**src/rtl/debug_led_bank.sv**
```systemverilog
// Multi-channel debug indicator: edge-detected events drive LEDs in stretch,
// sticky, toggle or blink mode, each channel with a saturating event counter.
module debug_led_bank #(
    parameter int unsigned CHANNELS   = 8,
    parameter int unsigned HOLD_TICKS = 2,
    parameter int unsigned CNT_W      = 8
) (
    input  logic                      clk,
    input  logic                      resetN,
    input  logic                      tick,
    input  logic [CHANNELS-1:0]       event_in,
    input  logic [1:0]                mode,
    input  logic                      clear,
    output logic [CHANNELS-1:0]       led_out,
    output logic [CHANNELS*CNT_W-1:0] event_cnt,
    output logic                      any_active
);

    localparam int unsigned TW = $clog2(HOLD_TICKS + 1);
    localparam logic [TW-1:0]    HOLD    = TW'(HOLD_TICKS);
    localparam logic [CNT_W-1:0] CNT_MAX = '1;

    localparam logic [1:0] MODE_STRETCH = 2'b00;
    localparam logic [1:0] MODE_STICKY  = 2'b01;
    localparam logic [1:0] MODE_TOGGLE  = 2'b10;
    localparam logic [1:0] MODE_BLINK   = 2'b11;

    logic [CHANNELS-1:0] prev;
    logic [CHANNELS-1:0] evt;
    logic [CHANNELS-1:0] latch;
    logic [TW-1:0]       timer [CHANNELS];
    logic [CNT_W-1:0]    cnt   [CHANNELS];
    logic                phase;

    assign evt = event_in & ~prev;

    // Edge-detect history and shared blink phase; neither is touched by clear
    always_ff @(posedge clk or negedge resetN) begin
        if (!resetN) begin
            prev  <= '0;
            phase <= 1'b1;
        end else begin
            prev <= event_in;
            if (tick) begin
                phase <= ~phase;
            end
        end
    end

    // Per-channel hold timer, latch and saturating counter
    always_ff @(posedge clk or negedge resetN) begin
        if (!resetN) begin
            latch <= '0;
            for (int unsigned i = 0; i < CHANNELS; i++) begin
                timer[i] <= '0;
                cnt[i]   <= '0;
            end
        end else begin
            for (int unsigned i = 0; i < CHANNELS; i++) begin
                if (clear) begin
                    timer[i] <= '0;
                    latch[i] <= 1'b0;
                    cnt[i]   <= '0;
                end else begin
                    // Reload beats a coincident tick so the new hold is full length
                    if (evt[i]) begin
                        timer[i] <= HOLD;
                    end else if (tick && (timer[i] != '0)) begin
                        timer[i] <= timer[i] - TW'(1);
                    end

                    if (evt[i] && (mode == MODE_STICKY)) begin
                        latch[i] <= 1'b1;
                    end else if (evt[i] && (mode == MODE_TOGGLE)) begin
                        latch[i] <= ~latch[i];
                    end

                    if (evt[i] && (cnt[i] != CNT_MAX)) begin
                        cnt[i] <= cnt[i] + CNT_W'(1);
                    end
                end
            end
        end
    end

    // LED view follows the live mode without altering stored state
    always_comb begin
        led_out = '0;
        for (int unsigned i = 0; i < CHANNELS; i++) begin
            case (mode)
                MODE_STRETCH: led_out[i] = (timer[i] != '0);
                MODE_STICKY:  led_out[i] = latch[i];
                MODE_TOGGLE:  led_out[i] = latch[i];
                MODE_BLINK:   led_out[i] = (timer[i] != '0) & phase;
                default:      led_out[i] = 1'b0;
            endcase
        end
    end

    always_comb begin
        event_cnt = '0;
        for (int unsigned i = 0; i < CHANNELS; i++) begin
            event_cnt[i*CNT_W +: CNT_W] = cnt[i];
        end
    end

    assign any_active = |led_out;

endmodule

```
**config.mk**
```make
export PLATFORM = sky130hd
export DESIGN_NAME = debug_led_bank
export DESIGN_NICKNAME = d
export VERILOG_FILES = /design/src/rtl/debug_led_bank.sv
export SDC_FILE = /design/constraint.sdc
export NUM_CORES = 1
export LEC_CHECK = 0
export BUFFER_PORTS_ARGS = -buffer_cell sky130_fd_sc_hd__clkbuf_2
export CORE_ASPECT_RATIO = 0.6
export CORE_MARGIN = 3
export CORE_UTILIZATION = 35
export DETAILED_ROUTE_END_ITERATION = 7
export PLACE_DENSITY = 0.64
export SLEW_MARGIN = 15
export SYNTH_ARGS = -nofsm -noshare
export SYNTH_HDL_FRONTEND = slang
export SYNTH_SLANG_ARGS = --single-unit
export TNS_END_PERCENT = 20
```
**constraint.sdc**
```tcl
create_clock -name clk -period 6.2 [get_ports clk]
set_clock_uncertainty 0.15 [all_clocks]
set_input_delay 1.24 -clock clk [delete_from_list [all_inputs] [get_ports clk]]
set_output_delay 1.24 -clock clk [all_outputs]
set_load 0.01 [all_outputs]
```
# After elaboration in Yosys (flattened, before gate mapping)
# Index checks and enable logic that the tools add are counted.
[word_totals]
word_cells = 211
ff_bits = 97
out_inout_bits = 73
in_bits = 14
[op_classes]
reduce_logical = 67
addsub = 16
n_eq_ne = 11
muxes = 72
n_bitwise = 19
[op_table]
columns = ["operator", "count"]
rows = [
  ["2-to-1 mux 8 bit", 16],
  ["adder 8 x 1 -> 8 bit, second input constant", 8],
  ["inequality test 8 bit, second input constant", 8],
  ["2-to-1 mux 2 bit", 24],
  ["nonzero test 3 bit", 16],
  ["logical AND 1 bit", 32],
  ["nonzero test 2 bit", 16],
  ["2-to-1 mux 1 bit", 24],
  ["one-hot mux 1 bit (3 select lines)", 8],
  ["subtractor 2 x 1 -> 2 bit, second input constant", 8],
  ["NOT 1 bit", 9],
  ["AND 1 bit", 8],
  ["AND 8 bit", 1],
  ["NOT 8 bit", 1],
  ["OR reduction 8 bit", 1],
  ["equality test 2 bit, second input constant", 2],
  ["equality test 2 x 1 -> 1 bit, second input constant", 1],
  ["logical NOT 2 bit", 1],
  ["OR reduction 2 bit", 1],
]

# Longest topological paths before layout
# Gate-level depths: netlist of run 1.
[depth]
word_depth = 6
depth_mapped = 7
depth_no_buf = 6

# Least setup slack after synthesis of run 1
# No wires, ideal clock.
[synth_timing]
path_kind = "input port to output port"
from = "input mode[0]"
to = "output any_active"
stages = 7
arrival_time_ns = 2.667
n_path_buf = 1
path_slack_ns = 2.143
t_required_ns = 4.810
cell_sequence = "inv_1 ha_1 nor2b_1 clkbuf_1 nand2_1 o21ai_0 or4_1"
[synth_via]
elab_chain_len = 4
elab_cells_between_ends = 14
cone_classes = "3 x eq/ne; 8 x mux; 3 x reduce/logical"
[synth_lines]
columns = ["element", "line", "source"]
rows = [
  ["start: declaration", "12", "input logic [1:0] mode,"],
  ["equality test 2 x 1 -> 1 bit or equality test 2 bit (tied branches)", "90", "case (mode)"],
  ["OR reduction 2 bit (no line)", "-", ""],
  ["one-hot mux 1 bit (3 select lines) (*)", "90", ""],
  ["net led_out[2]", "14", "output logic [CHANNELS-1:0] led_out,"],
  ["OR reduction 8 bit (*)", "107", "assign any_active = |led_out;"],
  ["end: declaration", "16", "output logic any_active"],
]
# The timed path passes the listed nets; every way through them passes the cells marked *.

# Worst setup path after layout of run 1
[layout_timing]
from = "input mode[0]"
to = "output any_active"
[layout_via]
elab_chain_len = 4
elab_cells_between_ends = 14
cone_classes = "3 x eq/ne; 8 x mux; 3 x reduce/logical"
[layout_lines]
columns = ["element", "line"]
rows = [
  ["equality test 2 x 1 -> 1 bit or equality test 2 bit (tied branches)", "90"],
  ["OR reduction 2 bit (no line)", "-"],
  ["one-hot mux 1 bit (3 select lines)", "90"],
  ["OR reduction 8 bit (*)", "107"],
]
# Every way passes the cells marked *; elsewhere a longest branch is shown, timed or not.

==> summary.md, run 1 <==
| Metric | Value |
|---|---|
| Status | finished clean |
| RePlAce Congestion | 0.847 |
| Ys flop type | dfrtp_1 |
| Syn_area_per_cell | 9.60 sq um |
| Post-cts resize count | 0 |
| Startpoint Class | primary input |
| Area delta synth->final | 18.4% |
| Synth Cell Area | 5030 sq um |
| Crit Path Max Fanout | 9 |
| GR Overflow Total | 0 |
| Post-DP HPWL | 8660 um |
| Num rows | 33 |
| FF-to-FF Start | prev[2]$_DFF_PN0_ |
| WP data required | 4810 ps |
| DR vias/cell | 5.34 |
| FFs w/ async S/R, synth | 1.00 |
| Unrepaired setup endpoints after global routing | no |
| Die Area | 15900 sq um |
| Setup TNS | 0 ps |
| Switch share | 0.268 |
| CTS Hold Bufs | 0 |
| Initial antenna violation count | 0 |
| Ant. Diodes | 0 |
| Hold Path Sink | latch[3]$_DFFE_PN0P_ |
| Synth unique cells | 46 |
| Crit path top cell by count | clkbuf_2 |
| Crit. End Element | output pin |
| Setup CP Type | primary input to output pin |
| Worst-margin pin slew | 861 ps |
| Slew headroom | 0.426 |
| Fraction of layout cells with a size suffix above 1 | 0.178 |
| Tightest Hold Check Type | register to register |
| Largest net degree at the start of global routing | 68 |
| Post-synthesis sequential area ratio | 0.483 |
| Period Utilization, post-route | 0.686 |
| Synth Instances | 524 |
| Crit path time final | 4250 ps |
| Vias in the first global route | 4068 |
| Setup violations, final | 0 |
| Num CTS Buffers | 9 |
| Maximum root-to-sink buffer count | 2 |
| Syn nets | 558 |
| Number of synthesized flops with an enable pin | 0 |
| R2R depth | 4 |
| Clock share of power | 0.406 |
| Initial DRC count | 259 |
| Family with the most delay on the worst path | simple AND/OR/NAND/NOR gates |
| Seq pwr share | 0.482 |
| Slew Limit Fails | 0 |
| RR Endpoint | event_cnt[17]$_DFFE_PN0P_ |
| Core area | 13800 sq um |
| Final Hold Fails | 0 |
| Die height | 98.9 um |
| Initial Util | 0.364 |
| H-Tree Depth | 3 |
| Syn. warnings | 0 |
| Ports | 87 |
| Internal power | 0.00104 W |
| Fmax | 235 MHz |
| Overall Power | 0.00141 W |
| Peak supply drop | 119 uV |
| Combinational Power Share | 0.112 |
| TritonCTS Sinks | 97 |
| Tot GR Track Use | 0.156 |
| Reg-to-reg slack, setup | 4270 ps |
| Drt wl/cell | 15.2 um |
| Clk_lat worst skew | 340 ps |
| Clock-pin slew on the worst setup and hold paths | 70 ps |
| Routed Wire Length | 12200 um |
| Nets@finish | 640 |
| Hold wc startpoint | latch[3]$_DFFE_PN0P_ |
| Leak pwr | 2.63 nW |
| Worst stage delay on the critical path | 560 ps |
| First-pass GRT wire length | 20500 um |
| #FFs+latches synth | 97 |
| CP Cell Sequence | clkbuf_2 > inv_1 > ha_1 > nor2b_1 > nand2_1 > o21ai_0 > or4_1 > clkbuf_2 |
| Hold path depth | 1 |
| Maxcap violations | 0 |
| CP Buf/Inv Count | 3 |
| Pwr dens | 238 nW/um^2 |
| Die W | 161 um |
| Post-route ant nets | 0 |
| Postcts setup bufs | 0 |
| Slowest CP cell | or4_1 |
| Pre-antenna DRT Iters | 4 |
| Net Switching | 0.000379 W |
| Drt drc | 0 |
| Port bufs | 86 |
| Via count | 4285 |
| Root Buffer | clkbuf_16 |
| CTS tree | yes |
| Worst Path Arrival | 2860 ps |
-- cell usage in the layout (no fill, tap or decap), types with 19 or more instances in the layout --
| cell type | count |
|---|---|
| nand2_1 | 34 |
| nor2_1 | 41 |
| a21oi_1 | 35 |
| nand4_1 | 19 |
| dfrtp_1 | 96 |
| nor2b_1 | 21 |
| clkbuf_2 | 84 |
| ha_1 | 20 |
| o21ai_0 | 28 |
| inv_1 | 31 |
| nor3_1 | 29 |
-- cell type report --
class | instances | area (sq um)
flip-flops and latches | 97 | 2430
well taps | 192 | 240
repair buffers | 88 | 448
multi-input cells | 379 | 2420
inverters | 31 | 116
clock inverters | 7 | 78.8
fillers | 1327 | 7880
clock buffers | 9 | 225
-- synthesized netlist by cell type (6+ instances only) --
| master | n | area (sq um) |
|---|---|---|
| a211oi_1 | 11 | 82.6 |
| a21oi_1 | 35 | 175 |
| a311oi_1 | 13 | 114 |
| and3_1 | 6 | 37.5 |
| clkbuf_1 | 9 | 33.8 |
| dfrtp_1 | 96 | 2400 |
| ha_1 | 20 | 250 |
| inv_1 | 31 | 116 |
| mux2i_1 | 12 | 120 |
| nand2_1 | 34 | 128 |
| nand2b_1 | 6 | 37.5 |
| nand3_1 | 17 | 85.1 |
| nand4_1 | 19 | 119 |
| nor2_1 | 41 | 154 |
| nor2b_1 | 21 | 131 |
| nor3_1 | 29 | 145 |
| o21a_1 | 6 | 45.0 |
| o21ai_0 | 28 | 140 |
| xnor2_1 | 11 | 96.3 |
| xor2_1 | 14 | 123 |
-- power by group through the flow --
stage	sequential, W	combinational [W]	clock, W
finish	0.000682	0.000158	0.000574
global route	0.000685	0.000181	0.000621
CTS	0.000682	0.000162	0.000591
detailed placement	0.000694	0.000161	0
global placement	0.000692	0.000156	0
floorplan	0.000693	0.0000974	0
-- worst reg2reg max path, stage by stage (launching register included) --
cell and delay [ps]:
dfrtp_1 370, nor2b_1 630, o21ai_0 360, mux2i_1 230, nor2_1 50
-- cells by family (layout without fill, tap and decap cells) --
group | Yosys count | in the layout | share of synthesized area
AOI/OAI and AO/OA | 116 | 116 | 0.146
xor gates and xnor gates | 25 | 25 | 0.0435
adders and majority gates | 20 | 20 | 0.0498
buffers and inverters | 48 | 135 | 0.0366
DFF | 97 | 97 | 0.483
muxes | 12 | 12 | 0.0239
and+or+nand+nor | 206 | 206 | 0.217
-- sequential cells by signal, indices dropped and copies added, names as in the netlist --
register / cells
latch: 8
prev: 8
timer: 16
event_cnt: 64
phase: 1
-- worst max-delay path by stage --
stage	startpoint	to	depth (start not counted)
after floorplan	mode[0]	any_active	7
after global placement	mode[0]	any_active	8
after detailed placement	mode[0]	any_active	8
after CTS	mode[0]	any_active	8
after global routing	mode[1]	any_active	8
final	mode[0]	any_active	8
-- metal layers --
metal	global-route usage	share of wire
met5	0	0
met4	0.0357	0.0095
met3	0.0508	0.057
met2	0.232	0.44
met1	0.222	0.49
-- metrics by stage --
step | util | cells | setup slack (ps) | hold WS, ps | area (sq um)
final | 0.430 | 803 | 1950 | 345 | 5950
after floorplan | - | 524 | 2140 | 310 | 5030
after detailed placement | 0.409 | 787 | 1920 | 335 | 5650
after CTS | 0.430 | 803 | 1920 | 346 | 5950
after global placement | 0.409 | 787 | 1950 | 329 | 5650
after global routing | 0.430 | 803 | 1810 | 384 | 5950
Power figures use the tool's default switching activity.
==> inputs of run 2 (changes only) <==
- PLACE_DENSITY: 0.64 -> 0.66
- clock period: 6.2 -> 3.4 ns (I/O delays scaled with it)
==> summary.md, run 2 (synthesis results as in run 1) <==
| Metric | Value |
|---|---|
| Status | finished clean (unchanged) |
| Crit path time final | 3150 ps |
| CTS Hold Bufs | 0 (unchanged) |
| Clk_lat worst skew | 340 ps (about the same) |
| GR Overflow Total | 0 (unchanged) |
| Ports | 87 (unchanged) |
| Pre-antenna DRT Iters | 4 (unchanged) |
| Crit. End Element | output pin (unchanged) |
| Setup TNS | 0 ps (unchanged) |
| Ant. Diodes | 0 (unchanged) |
| Nets@finish | 642 (was 640) |
| Startpoint Class | primary input (unchanged) |
| Tot GR Track Use | 0.161 (was 0.156) |
| Period Utilization, post-route | 0.925 |
| FF-to-FF Start | prev[7]$_DFF_PN0_ (was prev[2]$_DFF_PN0_) |
| Tightest Hold Check Type | primary input to async pin (was register to register) |
| Final Hold Fails | 0 (unchanged) |
| Vias in the first global route | 4223 (was 4068) |
| First-pass GRT wire length | 21100 um (was 20500 um) |
| Maxcap violations | 0 (unchanged) |
| Combinational Power Share | 0.110 (was 0.112) |
| Critical Path Start | mode[0] (unchanged) |
| Max FFs per register | 64 (unchanged) |
| Commonest non-fill, non-tap cell in the layout | dfrtp_1 (unchanged) |
| TritonCTS Sinks | 97 (unchanged) |
| DR vias/cell | 5.29 (was 5.34) |
| Unrepaired setup endpoints after global routing | no (unchanged) |
| Pwr dens | 443 nW/um^2 (was 238 nW/um^2) |
| Post-cts resize count | 0 (unchanged) |
| Port bufs | 86 (unchanged) |
| Worst Path Arrival | 2320 ps (was 2860 ps) |
| RePlAce Congestion | 0.862 (was 0.847) |
| Area delta synth->final | 19.7% (was 18.4%) |
| Die W | 161 um (unchanged) |
| Net Switching | 0.000645 W (was 0.000379 W) |
| Switch share | 0.242 (was 0.268) |
| Crit Path Max Fanout | 9 (unchanged) |
| Setup violations, final | 0 (unchanged) |
| Min Hold Slack | 206 ps (was 345 ps) |
| Design area | 6020 sq um (was 5950 sq um) |
| WP data required | 2570 ps (was 4810 ps) |
| Via count | 4258 (was 4285) |
| Fmax | 318 MHz |
| Routed Wire Length | 12500 um (was 12200 um) |
| Dpl cell area | 5680 sq um (was 5650 sq um) |
| Seq pwr share | 0.467 (was 0.482) |
| Num CTS Buffers | 9 (unchanged) |
| Slew headroom | 0.510 (was 0.426) |
| Most frequent cells in the layout | 96 x dfrtp_1, 84 x clkbuf_2, 41 x nor2_1, 35 x a21oi_1, 34 x nand2_1 (unchanged) |
| CTS tree | yes (unchanged) |
| Initial DRC count | 219 (was 259) |
| Initial antenna violation count | 0 (unchanged) |
| Leak pwr | 2.68 nW (was 2.63 nW) |
| Post-route ant nets | 0 (unchanged) |
| Initial Util | 0.364 (unchanged) |
| Die Area | 15900 sq um (unchanged) |
| Root Buffer | clkbuf_16 (unchanged) |
| H-Tree Depth | 3 (unchanged) |
| Worst-margin pin slew | 734 ps (was 861 ps) |
| Setup CP Type | primary input to output pin (unchanged) |
| Core area | 13800 sq um (unchanged) |
| Num rows | 33 (unchanged) |
| Die height | 98.9 um (unchanged) |
| Maximum root-to-sink buffer count | 2 (unchanged) |
| Slew Limit Fails | 0 (unchanged) |
| Clock share of power | 0.423 (was 0.406) |
| Internal power | 0.00202 W (was 0.00104 W) |
| Clock-pin slew on the worst setup and hold paths | 60 ps (was 70 ps) |
| Fraction of layout cells with a size suffix above 1 | 0.181 (was 0.178) |
| Post-DP HPWL | 8950 um (was 8660 um) |
| Drt wl/cell | 15.5 um (was 15.2 um) |
| Postcts setup bufs | 0 (unchanged) |
| Largest net degree at the start of global routing | 64 (was 68) |
| Drt drc | 0 (unchanged) |
| Peak supply drop | 206 uV (was 119 uV) |
==> run 2: cell types whose count changed in the layout (fill, tap and decap cells not counted) <==
cell / before / now
clkinvlp_4: 3 / 0
buf_12: 0 / 1
buf_4: 3 / 4
clkinv_2: 0 / 1
bufinv_16: 1 / 2
clkbuf_8: 0 / 3
inv_6: 2 / 0
==> run 2: power by group through the flow <==
| stage | clock (W) | sequential [W] | combinational [W] |
|---|---|---|---|
| 6_report | 0.00113 | 0.00124 | 0.000294 |
| 2_1_floorplan | 0 | 0.00126 | 0.000178 |
| 5_1_grt | 0.00121 | 0.00125 | 0.000336 |
| 3_3_place_gp | 0 | 0.00126 | 0.000287 |
| 4_1_cts | 0.00116 | 0.00124 | 0.000301 |
| 3_5_place_dp | 0 | 0.00127 | 0.000299 |
==> run 2: per-layer routing <==
| layer | vias to the layer above | part of all wire | GRT usage |
|---|---|---|---|
| li1 | 2066 | - | - |
| met2 | 121 | 0.44 | 0.247 |
| met1 | 2056 | 0.48 | 0.218 |
| met5 | - | 0 | 0 |
| met3 | 15 | 0.070 | 0.0567 |
| met4 | 0 | 0.0090 | 0.0410 |
==> run 2: final cells by class <==
| cell class | count | area (sq um) |
|---|---|---|
| Fill cell | 1334 | 7810 |
| Sequential cell | 97 | 2430 |
| Multi-Input combinational cell | 379 | 2420 |
| Timing Repair Buffer | 90 | 475 |
| Clock buffer | 12 | 267 |
| Tap cell | 192 | 240 |
| Inverter | 31 | 116 |
| Clock inverter | 4 | 73.8 |
==> run 2: per-stage QoR <==
stage | power [W] | util | setup slack (ps) | std cells
finish | 0.00267 | 0.435 | 254 | 805
global route | 0.00280 | 0.435 | 155 | 805
CTS | 0.00271 | 0.435 | 263 | 805
detailed placement | 0.00156 | 0.410 | 273 | 789
global placement | 0.00155 | 0.410 | 306 | 789
floorplan | 0.00144 | - | 463 | 524
==> run 2: critical path, stage by stage <==
cell,delay [ps]
clkbuf_2,110
inv_1,60
ha_1,280
nor2b_1,250
nand2_1,120
o21ai_0,130
or4_1,540
clkbuf_2,150
==> run 2: path summary, 6_finish.rpt <==
kind                                                  end  slack (ps)  cells after the start
worst min register to register       latch[1]$_DFFE_PN0P_         370                      1
worst max-delay path                           any_active         250                      8
max in group asynchronous               phase$_DFFE_PN1P_        2140                      2
worst max register to register  event_cnt[61]$_DFFE_PN0P_        1400                      4
min in group clk                        prev[6]$_DFF_PN0_         330                      1
worst min-delay path             event_cnt[6]$_DFFE_PN0P_         210                      1
==> inputs of run 3 (changes only) <==
- CORE_UTILIZATION: 35 -> 51
- PLACE_DENSITY: 0.66 -> 0.87
- RECOVER_POWER: default -> 25
==> summary.md, run 3 (synthesis results as in run 1) <==
| Metric | Value |
|---|---|
| Via count | 4309 (was 4258) |
| Num rows | 27 (was 33) |
| First-pass GRT wire length | 19300 um (was 21100 um) |
| Drt drc | 0 (unchanged) |
| CTS tree | yes (unchanged) |
| Vias in the first global route | 4063 (was 4223) |
| WP data required | 2570 ps (about the same) |
| Maxcap violations | 0 (unchanged) |
| Peak supply drop | 273 uV (was 206 uV) |
| Ports | 87 (unchanged) |
| Clock-pin slew on the worst setup and hold paths | 60 ps (about the same) |
| Die height | 82.9 um (was 98.9 um) |
| CTS Hold Bufs | 0 (unchanged) |
| Routing usage on met1 | 0.285 (was 0.218) |
| Post-DP HPWL | 8370 um (was 8950 um) |
| Met3 usage | 0.0648 (was 0.0567) |
| DR vias/cell | 5.78 (was 5.29) |
| Crit. End Element | output pin (unchanged) |
| Busiest grt layer | met2 (unchanged) |
| M2 GR Usage | 0.335 (was 0.247) |
| Setup violations, final | 0 (unchanged) |
| Slew headroom | 0.174 (was 0.510) |
| Clk_lat worst skew | 350 ps (was 340 ps) |
| Post-route ant nets | 0 (unchanged) |
| Initial Util | 0.536 (was 0.364) |
| Routed Wire Length | 11500 um (was 12500 um) |
| Drt wl/cell | 15.4 um (was 15.5 um) |
| Port bufs | 86 (unchanged) |
| Tot GR Track Use | 0.211 (was 0.161) |
| Final Core Density | 0.625 (was 0.435) |
| Maximum root-to-sink buffer count | 2 (unchanged) |
| Worst Path Arrival | 2280 ps (was 2320 ps) |
| Crit Path Max Fanout | 6 (was 9) |
| Largest net degree at the start of global routing | 51 (was 64) |
| Startpoint Class | primary input (unchanged) |
| Setup TNS | 0 ps (unchanged) |
| TritonCTS Sinks | 97 (unchanged) |
| Fraction of layout cells with a size suffix above 1 | 0.166 (was 0.181) |
| Ant. Diodes | 0 (unchanged) |
| Fmax | 321 MHz (was 318 MHz) |
| Die W | 134 um (was 161 um) |
| Post-cts resize count | 0 (unchanged) |
| RePlAce Congestion | 0.907 (was 0.862) |
| Slew Limit Fails | 0 (unchanged) |
| Initial DRC count | 284 (was 219) |
| Die Area | 11100 sq um (was 15900 sq um) |
| Root Buffer | clkbuf_16 (unchanged) |
| Num CTS Buffers | 9 (unchanged) |
| Status | finished clean (unchanged) |
| Pre-antenna DRT Iters | 5 (was 4) |
| Max FFs per register | 64 (unchanged) |
| H-Tree Depth | 3 (unchanged) |
| Initial antenna violation count | 0 (unchanged) |
| Final Hold Fails | 0 (unchanged) |
| Most frequent cells in the layout | 96 x dfrtp_1, 78 x clkbuf_2, 41 x nor2_1, 35 x a21oi_1, 34 x nand2_1 (was 96 x dfrtp_1, 84 x clkbuf_2, 41 x nor2_1, 35 x a21oi_1, 34 x nand2_1) |
| Core area | 9390 sq um (was 13800 sq um) |
| Period Utilization, post-route | 0.916 (was 0.925) |
| Commonest non-fill, non-tap cell in the layout | dfrtp_1 (unchanged) |
| Setup CP Type | primary input to output pin (unchanged) |
| Postcts setup bufs | 0 (unchanged) |
| Nets@finish | 644 (was 642) |
| Crit path time final | 3110 ps (was 3150 ps) |
| Pwr dens | 425 nW/um^2 (was 443 nW/um^2) |
| Worst-margin pin slew | 1240 ps (was 734 ps) |
| GR Overflow Total | 0 (unchanged) |
| Tightest Hold Check Type | primary input to register (was primary input to async pin) |
| Area delta synth->final | 16.7% (was 19.7%) |
| Unrepaired setup endpoints after global routing | no (unchanged) |
| Leak pwr | 2.62 nW (was 2.68 nW) |
-- run 3: metal layers --
metal	routed length, um	part of all wire
met2	5300	0.46
met3	830	0.072
met5	0	0
met1	5220	0.45
met4	148	0.013
-- run 3: through the flow --
stage	cell area, sq um	instances	hold WS, ps	worst slack, ps	total power (W)
floorplan	5030	524	234	463	0.00144
global placement	5600	729	330	365	0.00154
detailed placement	5600	729	333	308	0.00156
CTS	5890	745	219	309	0.00253
global route	5870	745	320	160	0.00260
finish	5870	745	320	286	0.00250
-- run 3: final cells by class --
cell class,count,area [sq um]
Fill cell,795,3520
Sequential cell,97,2430
Multi-Input combinational cell,379,2420
Timing Repair Buffer,92,462
Clock buffer,12,256
Tap cell,130,163
Inverter,31,116
Clock inverter,4,26.3
-- run 3: critical path: stages --
cell      delay [ps]
clkbuf_2         110
inv_1             60
ha_1             280
nor2b_1          190
nand2_1           80
o21ai_0          150
or4_1            560
clkbuf_2         170
-- run 3: worst paths after layout --
path                                      start                         to  slack [ps]  cells past startpoint
max in group asynchronous                resetN  event_cnt[59]$_DFFE_PN0P_         930                      2
min reg2reg                latch[2]$_DFFE_PN0P_       latch[2]$_DFFE_PN0P_         350                      1
max                                     mode[0]                 any_active         290                      8
max reg2reg                   prev[7]$_DFF_PN0_  event_cnt[61]$_DFFE_PN0P_        1450                      4
min in group asynchronous                resetN   event_cnt[1]$_DFFE_PN0P_         440                      1
min                                 event_in[3]          prev[3]$_DFF_PN0_         320                      1
-- run 3: power breakdown --
part,internal [W],switching [W]
Clock,0.000536,0.000424
Combinational,0.000110,0.000183
Sequential,0.00120,0.0000402
Total,0.00185,0.000647
